[src/rtl/crc_pkg.sv]
// Shared types and defaults for the bit-serial CRC engine: FSM states, mode codes,
// and the default x^3+x+1 generator with a zero seed.
package crc_pkg;

    typedef enum logic [1:0] {
        IDLE  = 2'd0,
        SHIFT = 2'd1,
        DONE  = 2'd2
    } state_t;

    localparam logic GEN = 1'b0;
    localparam logic CHK = 1'b1;

    localparam int         DEFAULT_CRC_W = 3;
    localparam int         DEFAULT_MSG_W = 6;
    localparam logic [2:0] DEFAULT_POLY  = 3'b011;
    localparam logic [2:0] DEFAULT_INIT  = 3'b000;

endpackage

[src/rtl/crc_step.sv]
// One polynomial long-division step: shift the next stream bit into the remainder and
// subtract (XOR) the generator when the outgoing top bit is set. Purely combinational.
module crc_step
    import crc_pkg::*;
#(
    parameter int             W    = DEFAULT_CRC_W,
    parameter logic [W-1:0]   POLY = W'(DEFAULT_POLY)
) (
    input  logic [W-1:0] rem_in,
    input  logic         bit_in,
    output logic [W-1:0] rem_out
);

    // Bit enters at the bottom so a zero tail of W bits leaves the true remainder.
    assign rem_out = {rem_in[W-2:0], bit_in} ^ (rem_in[W-1] ? POLY : '0);

endmodule

[src/rtl/crc_serial_engine.sv]
// Bit-serial CRC generate/check, one bit per cycle; done_o pulses MSG_W+CRC_W+1 cycles after start.
// No backpressure: start_i is only sampled in IDLE. Check mode is built when CRC_CHECK_EN is defined.
module crc_serial_engine
    import crc_pkg::*;
#(
    parameter int               CRC_W = DEFAULT_CRC_W,
    parameter int               MSG_W = DEFAULT_MSG_W,
    parameter logic [CRC_W-1:0] POLY  = CRC_W'(DEFAULT_POLY),
    parameter logic [CRC_W-1:0] INIT  = CRC_W'(DEFAULT_INIT)
) (
    input  logic                   clk,
    input  logic                   rst,
    input  logic                   start_i,
    input  logic                   mode_i,
    input  logic                   abort_i,
    input  logic [MSG_W+CRC_W-1:0] data_i,
    output logic                   busy_o,
    output logic                   done_o,
    output logic [CRC_W-1:0]       crc_o,
    output logic                   crc_ok_o
);

    localparam int               TOTAL = MSG_W + CRC_W;
    localparam int               CNT_W = $clog2(TOTAL + 1);
    localparam logic [CNT_W-1:0] LAST  = CNT_W'(TOTAL - 1);

    state_t           state;
    logic [TOTAL-1:0] sreg;
    logic [CRC_W-1:0] rem;
    logic [CRC_W-1:0] rem_nxt;
    logic [CNT_W-1:0] cnt;
    logic [TOTAL-1:0] load_val;
    logic             ok_nxt;

`ifdef CRC_CHECK_EN
    assign load_val = (mode_i == CHK) ? data_i : {data_i[TOTAL-1:CRC_W], {CRC_W{1'b0}}};
    assign ok_nxt   = (rem_nxt == '0);
`else
    logic unused_in;
    assign unused_in = ^{mode_i, data_i[CRC_W-1:0]};
    assign load_val  = {data_i[TOTAL-1:CRC_W], {CRC_W{1'b0}}};
    assign ok_nxt    = 1'b0;
`endif

    crc_step #(
        .W    (CRC_W),
        .POLY (POLY)
    ) u_step (
        .rem_in  (rem),
        .bit_in  (sreg[TOTAL-1]),
        .rem_out (rem_nxt)
    );

    always_ff @(posedge clk or posedge rst) begin
        if (rst) begin
            state    <= IDLE;
            cnt      <= '0;
            rem      <= '0;
            sreg     <= '0;
            busy_o   <= 1'b0;
            done_o   <= 1'b0;
            crc_o    <= '0;
            crc_ok_o <= 1'b0;
        end else begin
            done_o <= 1'b0;
            case (state)
                IDLE: begin
                    if (start_i) begin
                        sreg   <= load_val;
                        rem    <= INIT;
                        cnt    <= '0;
                        busy_o <= 1'b1;
                        state  <= SHIFT;
                    end
                end
                SHIFT: begin
                    // Abort wins even on the final bit, so a cancelled run never reports.
                    if (abort_i) begin
                        busy_o <= 1'b0;
                        state  <= IDLE;
                    end else begin
                        rem  <= rem_nxt;
                        sreg <= {sreg[TOTAL-2:0], 1'b0};
                        cnt  <= cnt + 1'b1;
                        if (cnt == LAST) begin
                            done_o   <= 1'b1;
                            crc_o    <= rem_nxt;
                            crc_ok_o <= ok_nxt;
                            state    <= DONE;
                        end
                    end
                end
                DONE: begin
                    busy_o <= 1'b0;
                    state  <= IDLE;
                end
                default: begin
                    busy_o <= 1'b0;
                    state  <= IDLE;
                end
            endcase
        end
    end

endmodule
[config.mk]
export PLATFORM = sky130hd
export DESIGN_NAME = crc_serial_engine
export DESIGN_NICKNAME = d
export VERILOG_FILES = /design/src/rtl/crc_pkg.sv /design/src/rtl/crc_step.sv /design/src/rtl/crc_serial_engine.sv
export SDC_FILE = /design/constraint.sdc
export NUM_CORES = 1
export LEC_CHECK = 0
export CAP_MARGIN = 20
export CORE_ASPECT_RATIO = 1.1
export CORE_MARGIN = 8
export CORE_UTILIZATION = 49
export DETAILED_ROUTE_END_ITERATION = 6
export GPL_ROUTABILITY_DRIVEN = 1
export PLACE_DENSITY_LB_ADDON = 0.2
export REMOVE_ABC_BUFFERS = 1
export SLEW_MARGIN = 20
export SYNTH_ARGS = -nofsm -noshare
export SYNTH_HDL_FRONTEND = slang
export SYNTH_SLANG_ARGS = --single-unit
[constraint.sdc]
create_clock -name clk -period 1.6 [get_ports clk]
set_input_delay 0.32 -clock clk [delete_from_list [all_inputs] [get_ports clk]]
set_output_delay 0.32 -clock clk [all_outputs]
set_load 0.02 [all_outputs]
=== Word level (Yosys, flattened, before mapping) ===
Index checks and enable logic that the tools add are counted.

* Bits in registers: 23
* Bits of input ports: 14
* Output and inout bits: 6

* Add/sub/neg operators: 1
* Equality and inequality tests: 6
* Muxes and demuxes: 20
* Bitwise gates (word level): 2
* Reductions and logical operators: 6

{| class="wikitable"
|+ Operator list
! cell !! number
|-
| 2-to-1 mux 9 bit || 2
|-
| case mux 9 bit (2 select lines) || 1
|-
| 2-to-1 mux 2 bit || 4
|-
| 2-to-1 mux 4 bit || 2
|-
| case mux 4 bit (2 select lines) || 1
|-
| 2-to-1 mux 3 bit || 2
|-
| inequality test 2 bit (second input constant) || 3
|-
| case mux 3 bit (2 select lines) || 1
|-
| AND reduction 3 bit || 2
|-
| 2-to-1 mux 1 bit || 5
|-
| adder 4 x 1 -> 4 bit (second input constant) || 1
|-
| == test 4 bit (second input constant) || 1
|-
| case mux 2 bit (2 select lines) || 1
|-
| AND reduction 2 bit || 2
|-
| inequality test 3 bit (second input constant) || 1
|-
| XOR 3 bit || 1
|-
| == test 2 x 1 -> 1 bit (second input constant) || 1
|-
| logical NOT 2 bit || 1
|-
| case mux 1 bit (2 select lines) || 1
|-
| nonzero test 2 bit || 1
|-
| NOT 1 bit || 1
|}

=== Depth between registers and ports, before layout ===
* Depth in word-level cells: 4
* Mapped depth: 5

=== Hierarchy ===
A second synthesis with hierarchy kept.

* Cells, all modules: 86
* Area total of the unflattened synthesis: 1,078.5 µm²

{| class="wikitable"
|+ Modules (own cells, without submodules)
! module !! instances !! cells an instance !! area an instance (µm²) !! sequential area each (µm²)
|-
| crc_serial_engine || 1 || 83 || 1,053.5 || 500.5
|-
| crc_step || 1 || 3 || 25.0 || 0.0
|}

=== Worst setup path after synthesis ===
OpenSTA, ideal clock, no wires.

* Path kind: reg-to-reg
* Start point: register state[1]
* End point: register crc_o[0]
* Setup time: 0.125 ns
* Data arrival time: 1.269 ns
* Path slack: 0.206 ns
* Stages on the path, launching flop included: 5
* Path buffers: 1
* Cell sequence: dfrtp_1 > nand2b_1 > buf_6 > nor3_4 > mux2_2

* Word-level cells in the longest chain between the ends: 2

{| class="wikitable"
|+ Ends and longest elaborated chain
! element !! RTL line !! text
|-
| start: declaration || crc_serial_engine.sv:27 || <nowiki>state_t state;</nowiki>
|-
| start signal: assignment || crc_serial_engine.sv:56 || <nowiki>state <= IDLE;</nowiki>
|-
| start signal: assignment || crc_serial_engine.sv:73 || <nowiki>state <= SHIFT;</nowiki>
|-
| start signal: assignment || crc_serial_engine.sv:80 || <nowiki>state <= IDLE;</nowiki>
|-
| == test 2 x 1 -> 1 bit || crc_serial_engine.sv:66 || <nowiki>case (state)</nowiki>
|-
| AND reduction 3 bit (no line) || - ||
|-
| end signal: assignment || crc_serial_engine.sv:87 || <nowiki>crc_o <= rem_nxt;</nowiki>
|-
| end: declaration || crc_serial_engine.sv:19 || <nowiki>output logic [CRC_W-1:0] crc_o,</nowiki>
|}

No other way between the ends.
A chain may end at the register's enable or synchronous reset.

=== Worst setup path in the final report ===
* Start point: register done_o
* End point: output port done_o

{| class="wikitable"
|+ RTL lines
! element !! RTL line !! text
|-
| start: declaration || crc_serial_engine.sv:18 || <nowiki>output logic done_o,</nowiki>
|-
| start signal: assignment || crc_serial_engine.sv:61 || <nowiki>done_o <= 1'b0;</nowiki>
|-
| start signal: assignment || crc_serial_engine.sv:65 || <nowiki>done_o <= 1'b0;</nowiki>
|-
| start signal: assignment || crc_serial_engine.sv:86 || <nowiki>done_o <= 1'b1;</nowiki>
|}

No word-level cell between the ends.

==> impl_metrics.py <==
metrics = {
    "power_and_ir_drop": {
        "p_leak_uw": 0.000622,
        "p_seq_share_pct": 50.3,
        "pwr-share-comb_pct": 29.9,
        "power_switching_share_pct": 28.2,
        "p_clk_share_pct": 19.8,
        "power_switching_uw": 407,
        "internal_power_uw": 1040,
        "peakVddDrop_mv": 0.702,
        "power.density_nw_per_um2": 1220,
    },
    "die": {
        "io_pins": 20,
        "core_um2": 1800,
        "die_h_um": 62.2,
        "start_util_pct": 52.8,
        "rows": 16,
        "die_area_um2": 3610,
        "die_w_um": 58.0,
    },
    "drt": {
        "drt_wl_total_um": 1610,
        "ant_nets": 0,
        "drt_iter0_drc": 7,
        "via_per_inst": 5.19,
        "num_vias": 566,
        "wire_per_inst_um": 14.8,
        "drc_errors": 0,
        "dr.pass1.iters": 2,
    },
    "final_layout": {
        "fill_cells": 139,
        "stdcell_count": 109,
        "finalInstanceArea_um2": 1190,
        "final_util_pct": 65.8,
        "seq_area_um2": 500,
        "final_net_count": 108,
        "antenna_cells": 0,
        "area_growth_pct": 24.6,
        "layout-drive-gt1-share_pct": 34.1,
        "multi_input_area_um2": 409,
    },
    "logic_synthesis": {
        "netlist_area_um2": 952,
        "yosysWarnings": 0,
        "synth_cell_type_count": 25,
        "ys_seq_area_share_pct": 52.6,
        "synth_most_common_cell": "dfrtp_1",
        "synth_ff_type": "dfrtp_1",
        "synthArstFlopShare_pct": 100,
        "synth-edff-count": 0,
        "synth_area_leaders": "dfrtp_1, mux2_2, mux2_4",
        "synth_largest_area_cell": "dfrtp_1",
        "yosys.area.top_type_share_pct": 52.6,
        "synth_area_per_cell_um2": 13.8,
        "syn-instance-count": 69,
        "synth-seq-cells": 20,
        "synth_commonest_cells": "dfrtp_1, mux2_2, a22o_1",
    },
    "clocking": {
        "cts_buffers": 3,
        "clockBufferDepth": 2,
        "cts_tree": "yes",
        "cts_sinks": 20,
        "post_cts_buffers": 0,
        "ctsHoldBuffers": 0,
        "htreeDepth": 1,
        "clk_latency_ns": 0.29,
        "path_clk_slew_ns": 0.11,
        "root_buffer": "clkbuf_4",
    },
    "sta": {
        "layout_min_cycle_time_ns": 1.54,
        "min_period_over_period_pct": 96.4,
        "fin_worst_skew_ns": 0.00427,
        "fmax_ghz": 0.648,
        "setup_viol": 0,
        "hold_viol": 0,
        "setup_ws_ns": 0.0579,
        "totalNegativeSetupSlack_ns": 0,
        "finalMaxSlewViolations": 0,
        "rsz0062_at_grt": "false",
    },
    "setup_path": {
        "crit_family": "buffers and inverters",
        "cp_cell_sequence": "clkdlybuf4s50_1",
        "arrival_ns": 1.22,
        "startpoint_type": "register",
        "crit_path_max_incr_delay_ns": 0.60,
        "cp_num_buf_inv": 1,
        "r2r_slack_ns": 0.10,
        "cp.required_ns": 1.28,
        "cp-end-kind": "output port",
        "slowest_stage": "clkdlybuf4s50_1",
        "setup.worst_path.start": "done_o",
        "rr_startpoint": "cnt[0]",
        "path_class": "reg -> out",
        "critPathMaxFanout": 1,
    },
    "placed_design": {
        "dpl_cell_area_um2": 1140,
        "place_inst": 105,
        "port_buffers": 14,
        "post-place-ws_ns": -0.177,
        "dp_hpwl_um": 1200,
        "globalplace.congestion": 0.732,
    },
    "global_route": {
        "met3_usage_pct": 2.88,
        "grt_pass1_vias": 603,
        "antenna_found_initial": 0,
        "grt_pass1_wl_um": 2790,
        "use_met2_pct": 14.0,
        "grt_max_degree": 21,
        "grt-busiest-layer": "met2",
        "overflow": 0,
        "gr-usage-met1_pct": 12.5,
        "grt_usage_pct": 9.49,
    },
    "run_status": {
        "outcome": "complete, no violations",
    },
    "job": {
        "maxCapViolations": 0,
    },
    "worst_hold_path": {
        "hold_class": "in -> async",
    },
}
## metal layers
metal | vias up | wire (µm)
met2 | 10 | 713
met1 | 271 | 784
met3 | 2 | 97
met4 | 0 | 13
li1 | 283 | -
met5 | - | 0
## power groups by stage
stage	Clock, µW	Combinational (µW)	Sequential [µW]
after global routing	315	482	748
after CTS	293	438	728
final	287	432	726
after global placement	0	426	731
after detailed placement	0	435	738
after floorplan	0	303	727
## layout make-up
| class | count | area share [%] |
|---|---|---|
| tap | 18 | 1.90 |
| inverter | 4 | 1.27 |
| clock buffer | 4 | 3.06 |
| timing repair buffer | 21 | 17.1 |
| multi-input combinational | 42 | 34.5 |
| sequential | 20 | 42.2 |
## flip-flops by register name, summed over array words and instances (netlist names)
name and cells:
busy_o 1, cnt 4, crc_o 3, done_o 1, rem 3, sreg 6, state 2
## kinds of logic after synthesis
kind of cell | Yosys count | synth area share, %
mux | 15 | 19.3
simple gates | 14 | 11.7
xor+xnor | 3 | 2.76
flops | 20 | 52.6
compound gates | 7 | 5.91
fa+ha+maj | 2 | 2.63
other cells | 1 | 0.394
buf+inv | 7 | 4.73
## worst paths after layout
check                           end  depth (start not counted)
max                          done_o                          1
min                          done_o                          3
max reg2reg                crc_o[1]                          5
min reg2reg                  busy_o                          2
max in group asynchronous  state[1]                          3
min in group clk             busy_o                          2
## metrics by stage
step	hold WS, ns	total power, µW
floorplan	0.284	1030
global route	0.358	1540
CTS	0.341	1460
detailed placement	0.487	1170
finish	0.337	1450
global placement	0.487	1160
## cell usage in the layout (no fill, tap or decap), types with 3 or more instances in the layout
cell              n
clkdlybuf4s50_1  10
mux2_4            4
clkbuf_4          3
inv_1             4
dlymetal6s2s_1    4
mux2_2           11
a22o_1            5
buf_4             7
dfrtp_1          20
nor2_1            3
## what timing repair did
item,CTS,global route
endpoints found under the setup margin,0,12
gates resized for setup,0,5
endpoints found under the hold margin,0,0
Note: power is estimated with default switching activity, not from simulation.
